File: src/rtl/edlo_pkg.sv
// Shared opcodes, field widths and FSM state type for the edlo fetch/decode/issue sequencer.
package edlo_pkg;

    localparam int OPC_W  = 4;
    localparam int OPND_W = 4;

    // Codes 3-8 are forwarded verbatim to the ALU stage and must track its decode.
    localparam logic [OPC_W-1:0] OP_NOP     = 4'h0;
    localparam logic [OPC_W-1:0] OP_LDA_IMM = 4'h3;
    localparam logic [OPC_W-1:0] OP_LDB_IMM = 4'h4;
    localparam logic [OPC_W-1:0] OP_LDA_RAM = 4'h5;
    localparam logic [OPC_W-1:0] OP_LDB_RAM = 4'h6;
    localparam logic [OPC_W-1:0] OP_ADD     = 4'h7;
    localparam logic [OPC_W-1:0] OP_SUB     = 4'h8;
    localparam logic [OPC_W-1:0] OP_STR     = 4'h9;
    localparam logic [OPC_W-1:0] OP_JMP     = 4'hA;
    localparam logic [OPC_W-1:0] OP_JZ      = 4'hB;
    localparam logic [OPC_W-1:0] OP_HALT    = 4'hF;

    typedef enum logic [3:0] {
        S_IDLE,
        S_FETCH,
        S_DECODE,
        S_OPND,
        S_OPND2,
        S_RDWAIT,
        S_ISSUE,
        S_WB,
        S_HALT
    } state_e;

    // Opcodes whose second program byte is a branch target rather than ALU data.
    function automatic logic is_branch(input logic [OPC_W-1:0] opc);
        return (opc == OP_JMP) || (opc == OP_JZ);
    endfunction

endpackage

File: src/rtl/edlo_sequencer_if.sv
// Program-memory, scratch-RAM and ALU-facing signals of the edlo sequencer.
interface edlo_sequencer_if
    import edlo_pkg::*;
#(
    parameter int PROG_AW = 8
);
    logic [PROG_AW-1:0] prog_addr;
    logic [7:0]         prog_data;
    logic [OPND_W-1:0]  ram_addr;
    logic               ram_we;
    logic [7:0]         ram_wdata;
    logic [7:0]         ram_rdata;
    logic [OPC_W-1:0]   alu_inst;
    logic [7:0]         alu_data;
    logic [7:0]         alu_rtn;

    modport master (
        output prog_addr, ram_addr, ram_we, ram_wdata, alu_inst, alu_data,
        input  prog_data, ram_rdata, alu_rtn
    );

    modport slave (
        input  prog_addr, ram_addr, ram_we, ram_wdata, alu_inst, alu_data,
        output prog_data, ram_rdata, alu_rtn
    );
endinterface

File: src/rtl/edlo_sequencer.sv
// Fetch/decode/issue controller for the 8-bit ALU stage; runs from PC=0 on start until HALT.
// Define EDLO_SEQ_BRANCH_ZERO_EN to decode opcode B as JZ (branch when alu_rtn == 0).
module edlo_sequencer
    import edlo_pkg::*;
#(
    parameter int PROG_AW = 8
)(
    input  logic              clock,
    input  logic              rst_n,
    input  logic              start,
    edlo_sequencer_if.master  bus,
    output logic              busy,
    output logic              halted,
    output logic              err
);

    state_e                 state_q, state_d;
    logic [PROG_AW-1:0]     pc_q, pc_d;
    logic [7:0]             ir_q, ir_d;
    logic [OPND_W-1:0]      ram_addr_q, ram_addr_d;
    logic [7:0]             alu_data_q, alu_data_d;
    logic                   err_q, err_d;

    logic [OPC_W-1:0]       dec_opc;
    logic [PROG_AW-1:0]     pc_inc;
    logic [PROG_AW-1:0]     tgt;

    assign dec_opc = bus.prog_data[7:4];
    assign pc_inc  = pc_q + PROG_AW'(1);
    assign tgt     = PROG_AW'(bus.prog_data);

    always_ff @(posedge clock or negedge rst_n) begin
        if (!rst_n) begin
            state_q    <= S_IDLE;
            pc_q       <= '0;
            ir_q       <= '0;
            ram_addr_q <= '0;
            alu_data_q <= '0;
            err_q      <= 1'b0;
        end else begin
            state_q    <= state_d;
            pc_q       <= pc_d;
            ir_q       <= ir_d;
            ram_addr_q <= ram_addr_d;
            alu_data_q <= alu_data_d;
            err_q      <= err_d;
        end
    end

    always_comb begin
        state_d    = state_q;
        pc_d       = pc_q;
        ir_d       = ir_q;
        ram_addr_d = ram_addr_q;
        alu_data_d = alu_data_q;
        err_d      = err_q;
        unique case (state_q)
            S_IDLE, S_HALT: begin
                if (start) begin
                    pc_d    = '0;
                    err_d   = 1'b0;
                    state_d = S_FETCH;
                end
            end
            S_FETCH: state_d = S_DECODE;
            S_DECODE: begin
                ir_d = bus.prog_data;
                pc_d = pc_inc;
                case (dec_opc)
                    OP_NOP:                           state_d = S_FETCH;
                    OP_LDA_IMM, OP_LDB_IMM, OP_JMP:   state_d = S_OPND;
`ifdef EDLO_SEQ_BRANCH_ZERO_EN
                    OP_JZ:                            state_d = S_OPND;
`endif
                    OP_LDA_RAM, OP_LDB_RAM: begin
                        ram_addr_d = bus.prog_data[OPND_W-1:0];
                        state_d    = S_RDWAIT;
                    end
                    OP_ADD, OP_SUB:                   state_d = S_ISSUE;
                    OP_STR: begin
                        ram_addr_d = bus.prog_data[OPND_W-1:0];
                        state_d    = S_WB;
                    end
                    OP_HALT:                          state_d = S_HALT;
                    default: begin
                        err_d   = 1'b1;
                        state_d = S_FETCH;
                    end
                endcase
            end
            S_OPND: state_d = S_OPND2;
            S_OPND2: begin
                pc_d = pc_inc;
                if (is_branch(ir_q[7:4])) begin
                    // ir can only hold JZ here when the branch option decoded it.
                    if (ir_q[7:4] == OP_JMP || bus.alu_rtn == 8'h00)
                        pc_d = tgt;
                    state_d = S_FETCH;
                end else begin
                    alu_data_d = bus.prog_data;
                    state_d    = S_ISSUE;
                end
            end
            S_RDWAIT: state_d = S_ISSUE;
            S_ISSUE:  state_d = S_FETCH;
            S_WB:     state_d = S_FETCH;
            default:  state_d = S_IDLE;
        endcase
    end

    // Strobes decode straight from the state register so reset drops them asynchronously.
    assign bus.prog_addr = pc_q;
    assign bus.ram_addr  = ram_addr_q;
    assign bus.ram_we    = (state_q == S_WB);
    assign bus.ram_wdata = (state_q == S_WB) ? bus.alu_rtn : 8'h00;
    assign bus.alu_inst  = (state_q == S_ISSUE) ? ir_q[7:4] : OP_NOP;
    assign bus.alu_data  = alu_data_q;

    assign busy   = (state_q != S_IDLE) && (state_q != S_HALT);
    assign halted = (state_q == S_HALT);
    assign err    = err_q;

    // ram_rdata is routed to the ALU externally; operand nibble is consumed at decode.
    logic unused_sig;
    assign unused_sig = ^{ir_q[OPND_W-1:0], bus.ram_rdata};

endmodule

File: src/flat_wrapper.sv
// flat-port wrapper written by rule: the top's interface ports become plain ports
module edlo_sequencer_flat import edlo_pkg::*;
#(
    parameter int PROG_AW = 8
)
  (clock, rst_n, start, busy, halted, err, bus_prog_addr, bus_ram_addr, bus_ram_we, bus_ram_wdata, bus_alu_inst, bus_alu_data, bus_prog_data, bus_ram_rdata, bus_alu_rtn);
  edlo_sequencer_if #(.PROG_AW(PROG_AW)) bus_i ();
  input  logic clock;
  input  logic rst_n;
  input  logic start;
  output logic busy;
  output logic halted;
  output logic err;
  output wire logic [$bits(bus_i.prog_addr)-1:0] bus_prog_addr;
  output wire logic [$bits(bus_i.ram_addr)-1:0] bus_ram_addr;
  output wire logic [$bits(bus_i.ram_we)-1:0] bus_ram_we;
  output wire logic [$bits(bus_i.ram_wdata)-1:0] bus_ram_wdata;
  output wire logic [$bits(bus_i.alu_inst)-1:0] bus_alu_inst;
  output wire logic [$bits(bus_i.alu_data)-1:0] bus_alu_data;
  input wire logic [$bits(bus_i.prog_data)-1:0] bus_prog_data;
  input wire logic [$bits(bus_i.ram_rdata)-1:0] bus_ram_rdata;
  input wire logic [$bits(bus_i.alu_rtn)-1:0] bus_alu_rtn;
  assign bus_prog_addr = bus_i.prog_addr;
  assign bus_ram_addr = bus_i.ram_addr;
  assign bus_ram_we = bus_i.ram_we;
  assign bus_ram_wdata = bus_i.ram_wdata;
  assign bus_alu_inst = bus_i.alu_inst;
  assign bus_alu_data = bus_i.alu_data;
  assign bus_i.prog_data = bus_prog_data;
  assign bus_i.ram_rdata = bus_ram_rdata;
  assign bus_i.alu_rtn = bus_alu_rtn;
  edlo_sequencer #(.PROG_AW(PROG_AW)) u_core (.clock(clock), .rst_n(rst_n), .start(start), .bus(bus_i), .busy(busy), .halted(halted), .err(err));
endmodule
File: config.mk
export PLATFORM = sky130hd
export DESIGN_NAME = edlo_sequencer_flat
export DESIGN_NICKNAME = d
export VERILOG_FILES = /design/src/rtl/edlo_pkg.sv /design/src/rtl/edlo_sequencer_if.sv /design/src/rtl/edlo_sequencer.sv /design/src/flat_wrapper.sv
export SDC_FILE = /design/constraint.sdc
export NUM_CORES = 1
export LEC_CHECK = 0
export CORE_UTILIZATION = 40
export DETAILED_ROUTE_END_ITERATION = 8
export GPL_ROUTABILITY_DRIVEN = 0
export PLACE_DENSITY = 0.72
export SYNTH_ARGS = -nofsm -noshare
export SYNTH_HDL_FRONTEND = slang
export SYNTH_SLANG_ARGS = --single-unit
File: constraint.sdc
create_clock -name clock -period 2.97 [get_ports clock]
set_clock_uncertainty 0.2 [all_clocks]
set_input_delay 0.7425 -clock clock [delete_from_list [all_inputs] [get_ports clock]]
set_output_delay 0.7425 -clock clock [all_outputs]
set_load 0.1 [all_outputs]
==> run_results.csv <==
group,metric,value,unit
power_and_ir_drop,p_clk_frac,0.102,
worst_setup_path,crit_required,2.03,ns
route,post-route-drc-count,0,
power_and_ir_drop,p_int,1.27,mW
route,wl,4440,µm
power_and_ir_drop,p_leak,1.15,nW
yosys,syn_area_per_cell,9.57,µm²
timing,setup_tns,0,ns
global_route,antenna_found_initial,0,
cts,htreeDepth,2,
cts,clock_latency,0.28,ns
route,wl_per_cell,14.8,µm
yosys,synth_nets,216,
worst_setup_path,cp_data_arrival_time,1.85,ns
yosys,synth_edf_count,0,
power_and_ir_drop,p_comb_frac,0.659,
timing,rsz0062_at_grt,"false",
cells_and_area,fillers,401,
yosys,synth-seq-cells,29,
worst_setup_path,crit_fanout,11,
floorplanning,initial_core_util,0.416,
floorplanning,die_area,4770,µm²
cells_and_area,seqCellArea,726,µm²
global_route,grt_pass1_vias,1634,
timing,fmax,358,MHz
floorplanning,fp.dieW,69.1,µm
timing,setup_viol,0,
cts,hold_buffers,0,
placed_design,port_buffers,54,
placed_design,dp.cells,292,
route,drtIter0Drc,113,
route,avgViaCountPerCell,5.56,
cells_and_area,final_nets,275,
cts,cts-root-buf,"clkbuf_8",
cells_and_area,instances_no_fill,300,
cts,cts_resized,0,
yosys,yosys.area.top_type,"dfrtp_1",
global_route,grt.overflow.total,0,
cts,cts_tree,"built",
timing,fin_crit,2.79,ns
run,max_cap_violations,0,
worst_setup_path,cpPeakStageDelay,0.54,ns
route,drt-pass1-iter-count,5,
power_and_ir_drop,ir_worst_vdd,0.870,mV
cells_and_area,area_delta_synth_final,43.7,%
power_and_ir_drop,powerDensity,1190,nW/µm²
global_route,grt_use_total,0.201,
floorplanning,coreArea,4320,µm²
timing,hold_violations,0,
yosys,netlist_area,1800,µm²
timing,post-route-period-util,0.939,
floorplanning,num_io_pins,63,
yosys,synthTopCellsByArea,"dfrtp_1 (40%), mux2_1 (6.9%), nand2_1 (5.0%), and2_1 (4.2%), a21oi_1 (1.9%)",
floorplanning,rows,24,
cts,cts_made_buffers,5,
cts,path_clk_slew,0.06,ns
placed_design,dp_hpwl,3310,µm
cells_and_area,diodes,0,
worst_setup_path,cpMaxStageDelayCell,"dfrtp_1",
worst_setup_path,end_kind,"primary output",
yosys,synthDistinctLibCells,54,
yosys,yosys_warnings,0,
yosys,syn_inst,188,
timing,slew_viol_final,0,
power_and_ir_drop,switching_share,0.588,
hold_path,hold_class,"register to register",
yosys,synth_ff_type,"dfrtp_1",
timing,maxSlewHeadroom,0.520,
yosys,ys_seq_area_frac,0.403,
run_status,status,"complete, no violations",
yosys,synth_async_sr_flop_share,1.00,
power_and_ir_drop,power,3.07,mW
cts,post_cts_buffers,0,
cells_and_area,multi_input_area,1000,µm²
cells_and_area,drive_gt1_frac,0.286,
power_and_ir_drop,p_seq_frac,0.239,
worst_setup_path,cp_cell_sequence,"nor2b_1 -> and3_1 -> and2_2 -> buf_12",
cts,ctsLongestPathBuffers,2,
timing,worst_pin_slew,0.718,ns
power_and_ir_drop,switching_power,1.81,mW
yosys,synth_top_area_share,0.403,
worst_setup_path,criticalPathCategory,"register to primary output",
cts,cts.sinks,29,
global_route,grt_pass1_wl,7670,µm
floorplanning,dieHeight,69.1,µm
route,vias,1667,
route,ant_nets,0,
global_route,grt_max_degree,30,
worst_setup_path,setup.worst_path.start_class,"register",
-- cells in the final DEF (no fill, tap or decap), types with 2 or more instances in the layout --
master / Yosys / layout
buf_4: 0 / 30
dfrtp_1: 29 / 29
nand2_1: 24 / 24
clkdlybuf4s50_1: 0 / 18
buf_12: 0 / 14
mux2_1: 11 / 11
and2_2: 1 / 8
nor2_1: 7 / 7
a21oi_1: 7 / 7
inv_1: 6 / 6
o21ai_1: 6 / 6
and2_1: 12 / 5
o21ai_0: 5 / 5
nand3_1: 5 / 5
clkbuf_8: 0 / 5
o22ai_1: 4 / 4
a32oi_1: 4 / 4
nor3_1: 3 / 3
nand3b_1: 3 / 3
o211ai_1: 3 / 3
nand4_1: 3 / 3
nor2b_1: 2 / 2
and3_1: 2 / 2
nand2b_1: 2 / 2
o211a_1: 2 / 2
and3b_1: 2 / 2
o31ai_1: 2 / 2
or4_4: 2 / 2
o21ai_2: 2 / 2
xnor2_1: 2 / 2
nor3b_1: 2 / 2
o21a_1: 2 / 2
clkinv_2: 0 / 2
-- power groups by stage --
stage / Sequential [mW] / Combinational [mW] / Clock [mW]
2_1_floorplan: 1.51 / 0.782 / 0
3_3_place_gp: 0.734 / 2.02 / 0
3_5_place_dp: 0.738 / 2.03 / 0
4_1_cts: 0.734 / 2.03 / 0.322
5_1_grt: 0.763 / 2.12 / 0.343
6_report: 0.734 / 2.03 / 0.314
-- sequential cells by signal, indices dropped and copies added (netlist names) --
signal and cells:
u_core.bus.alu_data 8, u_core.state_q 4, u_core.err 1, u_core.bus.prog_addr 8, u_core.bus.ram_addr 4, u_core.ir_q 4
-- stage by stage --
step | cell area (µm²) | setup WS [ns] | utilization | hold WS (ns)
floorplan | 1810 | 0.115 | - | 0.247
global placement | 2500 | 0.272 | 0.579 | 0.274
detailed placement | 2500 | 0.231 | 0.579 | 0.282
CTS | 2580 | 0.153 | 0.598 | 0.296
global route | 2580 | 0.0608 | 0.598 | 0.310
finish | 2580 | 0.180 | 0.598 | 0.290
-- critical path: cells and delay by family, from the launching register on --
| kind | cells | cell delay [ns] |
|---|---|---|
| AND/OR/NAND/NOR | 3 | 0.85 |
| flip-flops | 1 | 0.54 |
| buffers and inverters | 1 | 0.17 |
-- Yosys cell counts (all sizes together), types with 4 or more instances --
library cell and instances:
o21ai 13, dfrtp 29, nand2 25, mux2 11, and2 13, buf 5
o22ai 4, a21oi 7, clkbuf 5, nor2 8, inv 6, nand3 5
a32oi 4
-- logic make-up (layout without fill, tap and decap cells) --
kind of cell	Yosys count	count (layout)	synth area share
XOR/XNOR	3	3	0.0146
AND/OR/NAND/NOR	81	81	0.278
buffers and inverters	16	76	0.0438
AO/OA/AOI/OAI	46	46	0.179
adder cells (fa/ha/maj)	1	1	0.00695
flip-flops	29	29	0.403
multiplexers	12	12	0.0744
-- worst paths after layout --
check | from | end | slack [ns] | cells after the start
max | u_core.state_q[2] | bus_ram_wdata[5] | 0.18 | 4
min | u_core.bus.alu_data[1] | u_core.bus.alu_data[1] | 0.29 | 1
max reg2reg | u_core.state_q[0] | u_core.bus.ram_addr[1] | 0.77 | 3
min reg2reg | u_core.bus.alu_data[1] | u_core.bus.alu_data[1] | 0.29 | 1
max in group asynchronous | rst_n | u_core.bus.alu_data[1] | 1.63 | 2
min in group asynchronous | rst_n | u_core.err | 0.63 | 2
-- routing by layer --
metal,wire length (µm),global-route usage
met5,0,0
met4,66,0.0748
met3,296,0.0468
met2,2130,0.324
met1,1950,0.264
-- layout make-up --
cell class                      count  share of cell area
Sequential cell                    29               0.281
Tap cell                           52              0.0252
Inverter                            6             0.00871
Timing Repair Buffer               62               0.265
Clock inverter                      2             0.00387
Clock buffer                        6              0.0281
Multi-Input combinational cell    143               0.388
Note: power is estimated with default switching activity, not from simulation.
